`src/rtl/ringclient.sv`:
```
// Parallel client adapter for a ring node: buffers user packets into ring words
// on a toggle handshake, and unpacks received ring words into a show-ahead FIFO.
module ringclient #(
  parameter  int WIDTH = 16,
  parameter  int ABITS = 3,
  parameter  int DEPTH = 4,
  localparam int PBITS = WIDTH - 2 - 2 * ABITS
) (
  input  logic             clk,
  input  logic             rst,
  input  logic             tx_valid,
  output logic             tx_ready,
  input  logic [ABITS-1:0] tx_dst,
  input  logic [PBITS-1:0] tx_data,
  output logic             rx_valid,
  input  logic             rx_ready,
  output logic [ABITS-1:0] rx_src,
  output logic [PBITS-1:0] rx_data,
  output logic [WIDTH-1:0] fromclient,
  input  logic [WIDTH-1:0] toclient,
  input  logic             txready,
  output logic             mosivalid,
  input  logic             mosiack,
  input  logic             misovalid,
  output logic             misoack
);

  localparam int PW = $clog2(DEPTH);
  localparam int CW = PW + 1;
  localparam int EW = ABITS + PBITS;
  localparam logic [CW-1:0] CNT_FULL = CW'(DEPTH);
  localparam logic [CW-1:0] CNT_ONE  = CW'(1);
  localparam logic [PW-1:0] PTR_ONE  = PW'(1);

  // Full/empty use the pre-edge count, so a push into a full FIFO is refused
  // even when a pop happens on the same edge.
  function automatic logic [CW-1:0] next_cnt(input logic [CW-1:0] cnt,
                                              input logic push, input logic pop);
    logic [CW-1:0] n;
    n = cnt;
    if (push && !pop) n = cnt + CNT_ONE;
    if (pop && !push) n = cnt - CNT_ONE;
    return n;
  endfunction

  logic [EW-1:0]    r_tx_mem [DEPTH];
  logic [PW-1:0]    r_tx_wp, r_tx_rp;
  logic [CW-1:0]    r_tx_cnt;
  logic [WIDTH-1:0] r_fromclient;
  logic             r_mosivalid;
  logic [EW-1:0]    w_tx_head;
  logic             w_tx_push, w_tx_issue;

  logic [EW-1:0]    r_rx_mem [DEPTH];
  logic [PW-1:0]    r_rx_wp, r_rx_rp;
  logic [CW-1:0]    r_rx_cnt;
  logic             r_misoack;
  logic [EW-1:0]    w_rx_head, w_rx_word;
  logic             w_rx_cap, w_rx_pop;
  logic             w_rx_unused;

  assign w_tx_head  = r_tx_mem[r_tx_rp];
  assign w_tx_push  = tx_valid && (r_tx_cnt < CNT_FULL);
  assign w_tx_issue = (r_tx_cnt != '0) && (mosiack == r_mosivalid) && txready;

  always_ff @(posedge clk) begin
    if (w_tx_push) r_tx_mem[r_tx_wp] <= {tx_dst, tx_data};
  end

  always_ff @(posedge clk or posedge rst) begin
    if (rst) begin
      r_tx_wp      <= '0;
      r_tx_rp      <= '0;
      r_tx_cnt     <= '0;
      r_fromclient <= '0;
      r_mosivalid  <= 1'b0;
    end else begin
      if (w_tx_push) r_tx_wp <= r_tx_wp + PTR_ONE;
      if (w_tx_issue) begin
        r_tx_rp      <= r_tx_rp + PTR_ONE;
        r_fromclient <= {1'b1, 1'b0, w_tx_head[EW-1 -: ABITS], {ABITS{1'b0}},
                         w_tx_head[PBITS-1:0]};
        r_mosivalid  <= ~r_mosivalid;
      end
      r_tx_cnt <= next_cnt(r_tx_cnt, w_tx_push, w_tx_issue);
    end
  end

  assign w_rx_word   = {toclient[WIDTH-2-2*ABITS +: ABITS], toclient[PBITS-1:0]};
  assign w_rx_unused = ^toclient[WIDTH-1 -: 2 + ABITS];
  assign w_rx_cap    = (misovalid != r_misoack) && (r_rx_cnt < CNT_FULL);
  assign w_rx_pop    = rx_ready && (r_rx_cnt != '0);
  assign w_rx_head   = r_rx_mem[r_rx_rp];

  always_ff @(posedge clk) begin
    if (w_rx_cap) r_rx_mem[r_rx_wp] <= w_rx_word;
  end

  always_ff @(posedge clk or posedge rst) begin
    if (rst) begin
      r_rx_wp   <= '0;
      r_rx_rp   <= '0;
      r_rx_cnt  <= '0;
      r_misoack <= 1'b0;
    end else begin
      if (w_rx_cap) begin
        r_rx_wp   <= r_rx_wp + PTR_ONE;
        r_misoack <= ~r_misoack;
      end
      if (w_rx_pop) r_rx_rp <= r_rx_rp + PTR_ONE;
      r_rx_cnt <= next_cnt(r_rx_cnt, w_rx_cap, w_rx_pop);
    end
  end

  assign tx_ready   = (r_tx_cnt < CNT_FULL);
  assign rx_valid   = (r_rx_cnt != '0);
  // Head is masked while empty so stale entries never reach the user side.
  assign rx_src     = rx_valid ? w_rx_head[EW-1 -: ABITS] : '0;
  assign rx_data    = rx_valid ? w_rx_head[PBITS-1:0] : '0;
  assign fromclient = r_fromclient;
  assign mosivalid  = r_mosivalid;
  assign misoack    = r_misoack;

endmodule

```
`config.mk`:
```
export PLATFORM = sky130hd
export DESIGN_NAME = ringclient
export DESIGN_NICKNAME = d
export VERILOG_FILES = /design/src/rtl/ringclient.sv
export SDC_FILE = /design/constraint.sdc
export NUM_CORES = 1
export LEC_CHECK = 0
export CORE_MARGIN = 5
export CORE_UTILIZATION = 33
export DETAILED_ROUTE_END_ITERATION = 10
export DONT_BUFFER_PORTS = 1
export GPL_TIMING_DRIVEN = 1
export SYNTH_ARGS = -nofsm -noshare
export SYNTH_HDL_FRONTEND = slang
export SYNTH_SLANG_ARGS = --single-unit
```
`constraint.sdc`:
```
create_clock -name clk -period 2.31 [get_ports clk]
set_input_delay 0.1155 -clock clk [delete_from_list [all_inputs] [get_ports clk]]
set_output_delay 0.1155 -clock clk [all_outputs]
set_load 0.1 [all_outputs]
```
* After elaboration in Yosys (flattened, before gate mapping)
Memories as Yosys holds them, arrays and structs flattened. A register that Yosys moved wholly into a read port is not among the register bits.
Index checks and enable logic that the tools add are counted.
** Word-level totals
- Flip-flop bits (word level) :: 28
- Bits in writable memories :: 88
- Bits of input ports :: 34
- Output and inout bits :: 31
- Word-level logic and storage cells :: 52
- Memories :: 2
** Memory list
- r_rx_mem :: depth 4, width 11, rd ports 1, clocked after memory_dff 0, wr ports 1, RTL line 54 : logic [EW-1:0] r_rx_mem [DEPTH];
- r_tx_mem :: depth 4, width 11, rd ports 1, clocked after memory_dff 1, wr ports 1, RTL line 46 : logic [EW-1:0] r_tx_mem [DEPTH];
** Cells by class
- $add $sub $neg :: 8
- Magnitude comparators :: 2
- Equality and inequality tests :: 2
- Muxes and demuxes :: 10
- Bitwise gates (word level) :: 2
- Reductions and logical operators :: 17
** Operator list (count)
- $mux W3 :: 5
- $logic_and A1 B1 Y1 :: 9
- $add A2 B1 Y2 const B :: 4
- $mux W8 :: 1
- $add A3 B1 Y3 const B :: 2
- $lt A3 B3 Y1 const B :: 2
- $reduce_bool A3 Y1 :: 2
- $sub A3 B1 Y3 const B :: 2
- $logic_not A1 Y1 :: 4
- $mux W1 :: 4
- $reduce_bool A2 Y1 :: 2
- $not A1 Y1 :: 2
- $eq A1 B1 Y1 :: 1
- $ne A1 B1 Y1 :: 1

* Longest topological paths before layout
- Word-level depth :: 7
- Mapped depth :: 10
- Mapped depth without buffers :: 9

* Least setup slack after synthesis
Ideal clock, no wire load.
- Path type :: register to register
- Start :: register r_mosivalid (netlist: mosivalid)
- End :: register r_tx_cnt[2]
- Library setup time :: 0.156 ns
- Data arrival time :: 2.478 ns
- Required time :: 2.154 ns
- Setup slack :: -0.324 ns
- Cell stages (with the launch flop) :: 11
- Buffers on the path :: 2
- Period minus slack after synthesis :: 2.634 ns
- Cells stage by stage :: dfrtp_1 > xnor2_1 > and3_1 > buf_6 > buf_12 > ha_1 > inv_1 > fa_1 > xor2_1 > nor2_1 > xnor2_1
** On the way
- Longest elaborated chain between the ends :: 6
- Elaborated cells on any way between the ends :: 8
- Those cells by class :: 1 x eq/ne; 1 x mux; 6 x reduce/logical
** Ends and longest elaborated chain
- start: declaration :: RTL line 50 : logic r_mosivalid;
- start signal: assignment :: RTL line 83 : r_mosivalid <= ~r_mosivalid;
- $eq A1 B1 Y1 (*) :: RTL line 64 : assign w_tx_issue = (r_tx_cnt != '0) && (mosiack == r_mosivalid) && txready;
- $logic_and A1 B1 Y1 (*) (2 in series) :: RTL line 64
- named net w_tx_issue :: RTL line 52 : logic w_tx_push, w_tx_issue;
- $logic_not A1 Y1 :: RTL line 41 : if (push && !pop) n = cnt + CNT_ONE;
- $logic_and A1 B1 Y1 :: RTL line 41
- $reduce_bool A2 Y1 (no line)
- end signal: assignment :: RTL line 85 : r_tx_cnt <= next_cnt(r_tx_cnt, w_tx_push, w_tx_issue);
- end: declaration :: RTL line 48 : logic [CW-1:0] r_tx_cnt;
The timed path passes the listed nets; every way through them passes the cells marked *.
A chain may end at the register's enable or synchronous reset.

* Worst setup path after layout
- Start :: register r_rx_rp[0]
- End :: output rx_data[4]
** On the way
- Longest elaborated chain between the ends :: 2
** Ends and longest elaborated chain
- start: declaration :: RTL line 55 : logic [PW-1:0] r_rx_wp, r_rx_rp;
- start signal: assignment :: RTL line 110 : if (w_rx_pop) r_rx_rp <= r_rx_rp + PTR_ONE;
- $mem_v2 Z4 W11
- $mux W8 :: RTL line 119 : assign rx_data = rx_valid ? w_rx_head[PBITS-1:0] : '0;
- end: declaration :: RTL line 18 : output logic [PBITS-1:0] rx_data,
Every way passes these cells.

==> results.cfg <==
[run_status]
run_status = finished clean

[sta]
slew-limit-headroom_pct = 37.8
final.setup.worst_slack_ns = 0.250
worst-slew-pin-transition_ns = 0.934
achievable-frequency_mhz = 485
hold_violations = 0
fin_crit_sh_pct = 89.2
fin_crit_ns = 2.06
setup_viol = 0
rsz0062_at_grt = no
clock_skew_ns = 0.0105
fin_max_slew_vios = 0

[placed_design]
placement.setup.worst_slack_ns = 0.414
globalplace.congestion = 0.696
detailedPlacementHpwl_mm = 5.60
port-buffer-count = 0

[floorplan]
die_area_um2 = 16600
placementRows = 43
core_region_area_um2 = 13900
die-width_um = 129
die-height_um = 129
start_util_pct = 33.5
io_pins = 65

[layout]
layout.nets = 351
area_growth_syn_to_layout_pct = 29.8
insertedDiodeCount = 0
final.fill_count = 1225
final_layout_size_suffix_gt1_share_pct = 29.2

[yosys]
postSynthCellCount = 239
yosys_most_used_dff = sky130_fd_sc_hd__edfxtp_1
synth.ff_latch_count = 116
yosysTopAreaCell = sky130_fd_sc_hd__edfxtp_1
post_synth.cell_area_avg_um2 = 19.5
post_synth_num_cell_types = 28
ys.warnings.count = 0
synth-seq-area-share_pct = 71.8
yosys.area.top_type_share_pct = 56.8
synthesis.area_um2 = 4650
synth_enable_flop_cells = 88
synthTopCellsByArea = sky130_fd_sc_hd__edfxtp_1, sky130_fd_sc_hd__dfrtp_1, sky130_fd_sc_hd__mux4_2
ys_async_sr_fraction_pct = 24.1

[cts]
cts_resized = 0
clkLatencyLatePin_ns = 0.41
cts.path.max_buffers = 2
cts_sinks = 116
cts_buffers = 17
cts_tree = built
clock_tree.htree_level_count = 4
register_clock_pin_slew_on_the_reported_worst_setup_and_hold_paths_ns = 0.05
cts.root.buffer_cell = sky130_fd_sc_hd__clkbuf_16

[critical_path]
crit_chain = buf_4, mux4_2, and2_1, buf_12
crit_type = reg -> out
critical_path.n_buffers_inverters = 2
crit_path_max_incr_delay_ns = 0.53
crit_family = multiplexers
timing.critical_path.required_ns = 2.19
worstSetupStartpointType = flip-flop
path_max_fanout = 12
slowest_stage = sky130_fd_sc_hd__mux4_2
critPathArrivalTime_ns = 1.94
endpoint_kind = output pin

[drt]
num_vias = 2256
detail_route.iter0.violations = 140
ant_nets = 0
drt-vias-per-instance = 4.53
route.detailed.wl_per_inst_um = 17.1
detail_route.first_pass.iterations = 4
route.final.wire_length_mm = 8.53
drc_errors_left = 0

[global_route]
gr-usage-all-layers_pct = 11.2
grt_first_pass_wirelength_mm = 13.6
antenna_found_initial = 0
maximum_number_of_pins_on_one_net_before_global_route_repair = 20
globalRouteOverflowTotal = 0
grt_pass1_vias = 2489

[flow_run]
max_cap_violations = 0

[min_path]
class_of_the_worst_hold_path = in -> reg
## worst paths after layout
path / from / end / slack (ns) / cells past startpoint
worst min register to register: r_rx_rp[0] / r_rx_rp[0] / 0.47 / 1
max in group asynchronous: rst / fromclient[3] / 1.37 / 3
worst max register to register: mosivalid / r_tx_cnt[2] / 0.41 / 8
min in group asynchronous: rst / fromclient[1] / 0.28 / 2
worst min-delay path: tx_valid / r_tx_wp[0] / 0.07 / 2
worst max-delay path: r_rx_rp[0] / rx_data[4] / 0.25 / 4
## cell usage after synthesis (all sizes together) (3+ instances only)
cell type,n
edfxtp,88
buf,10
xnor2,9
inv,14
mux4,22
nor2,3
mux2,13
and2,20
xor2,6
ha,10
dfrtp,28
## flip-flops by register name (all words and copies together) (netlist names)
signal / flops
fromclient: 12
misoack: 1
mosivalid: 1
r_rx_cnt: 3
r_rx_mem: 44
r_rx_rp: 2
r_rx_wp: 2
r_tx_cnt: 3
r_tx_mem: 44
r_tx_rp: 2
r_tx_wp: 2
## metrics by stage
| stage | utilization (%) | cell area, um^2 | setup TNS, ns | cells | hold WS (ns) |
|---|---|---|---|---|---|
| 2_1_floorplan | - | 4670 | -0.0389 | 242 | 0.181 |
| 3_3_place_gp | 37.3 | 5170 | 0 | 439 | 0.193 |
| 3_5_place_dp | 37.3 | 5170 | 0 | 439 | 0.191 |
| 4_1_cts | 43.5 | 6040 | 0 | 498 | 0.0552 |
| 5_1_grt | 43.5 | 6040 | 0 | 498 | 0.0919 |
| 6_report | 43.5 | 6040 | 0 | 498 | 0.0697 |
## area by class of cell
cell class	instances	area [um^2]	share of cell area, %
Clock inverter	12	161	2.67
Inverter	14	52.6	0.870
Sequential cell	116	3350	55.4
Multi-Input combinational cell	100	1180	19.6
Timing Repair Buffer	56	638	10.6
Tap cell	180	225	3.73
Clock buffer	20	437	7.23
## kinds of logic (layout without fill, tap and decap cells)
logic type	after synthesis	in the layout	synth area share, %
mux	37	37	14.7
flops	116	116	71.8
buf+inv	26	102	2.98
fa+ha+maj	12	12	3.55
other cells	1	4	0.0806
xor+xnor	15	15	2.82
simple gates	31	31	3.92
compound gates	1	1	0.107
## per-layer routing
layer  wire, um  vias to the layer above  global-route usage [%]
met4        104                        0                    4.45
met5          0                        -                       0
li1           -                     1021                       -
met3        613                       11                    5.11
met1       3370                     1159                    12.1
met2       4440                       65                    19.0
## timing repair
item / in CTS / in global routing
buffers inserted: 0 / 0
hold buffers: 27 / 0
endpoints found under the hold margin: 110 / 0
## placed cells by master, fill, tap and decap left out, drive strengths merged, types with 2 or more instances in the layout
cell type,count
xnor2,9
or3,2
inv,14
dfrtp,28
dlygate4sd3,27
clkinv,6
ha,10
edfxtp,88
mux4,22
nor2,3
fa,2
clkinvlp,2
clkbuf,20
and2,20
bufinv,4
mux2,13
mux2i,2
xor2,6
conb,4
buf,29
Power is not shown: default switching activity piles up to over one toggle a cycle in this logic, so the estimate is an artifact.
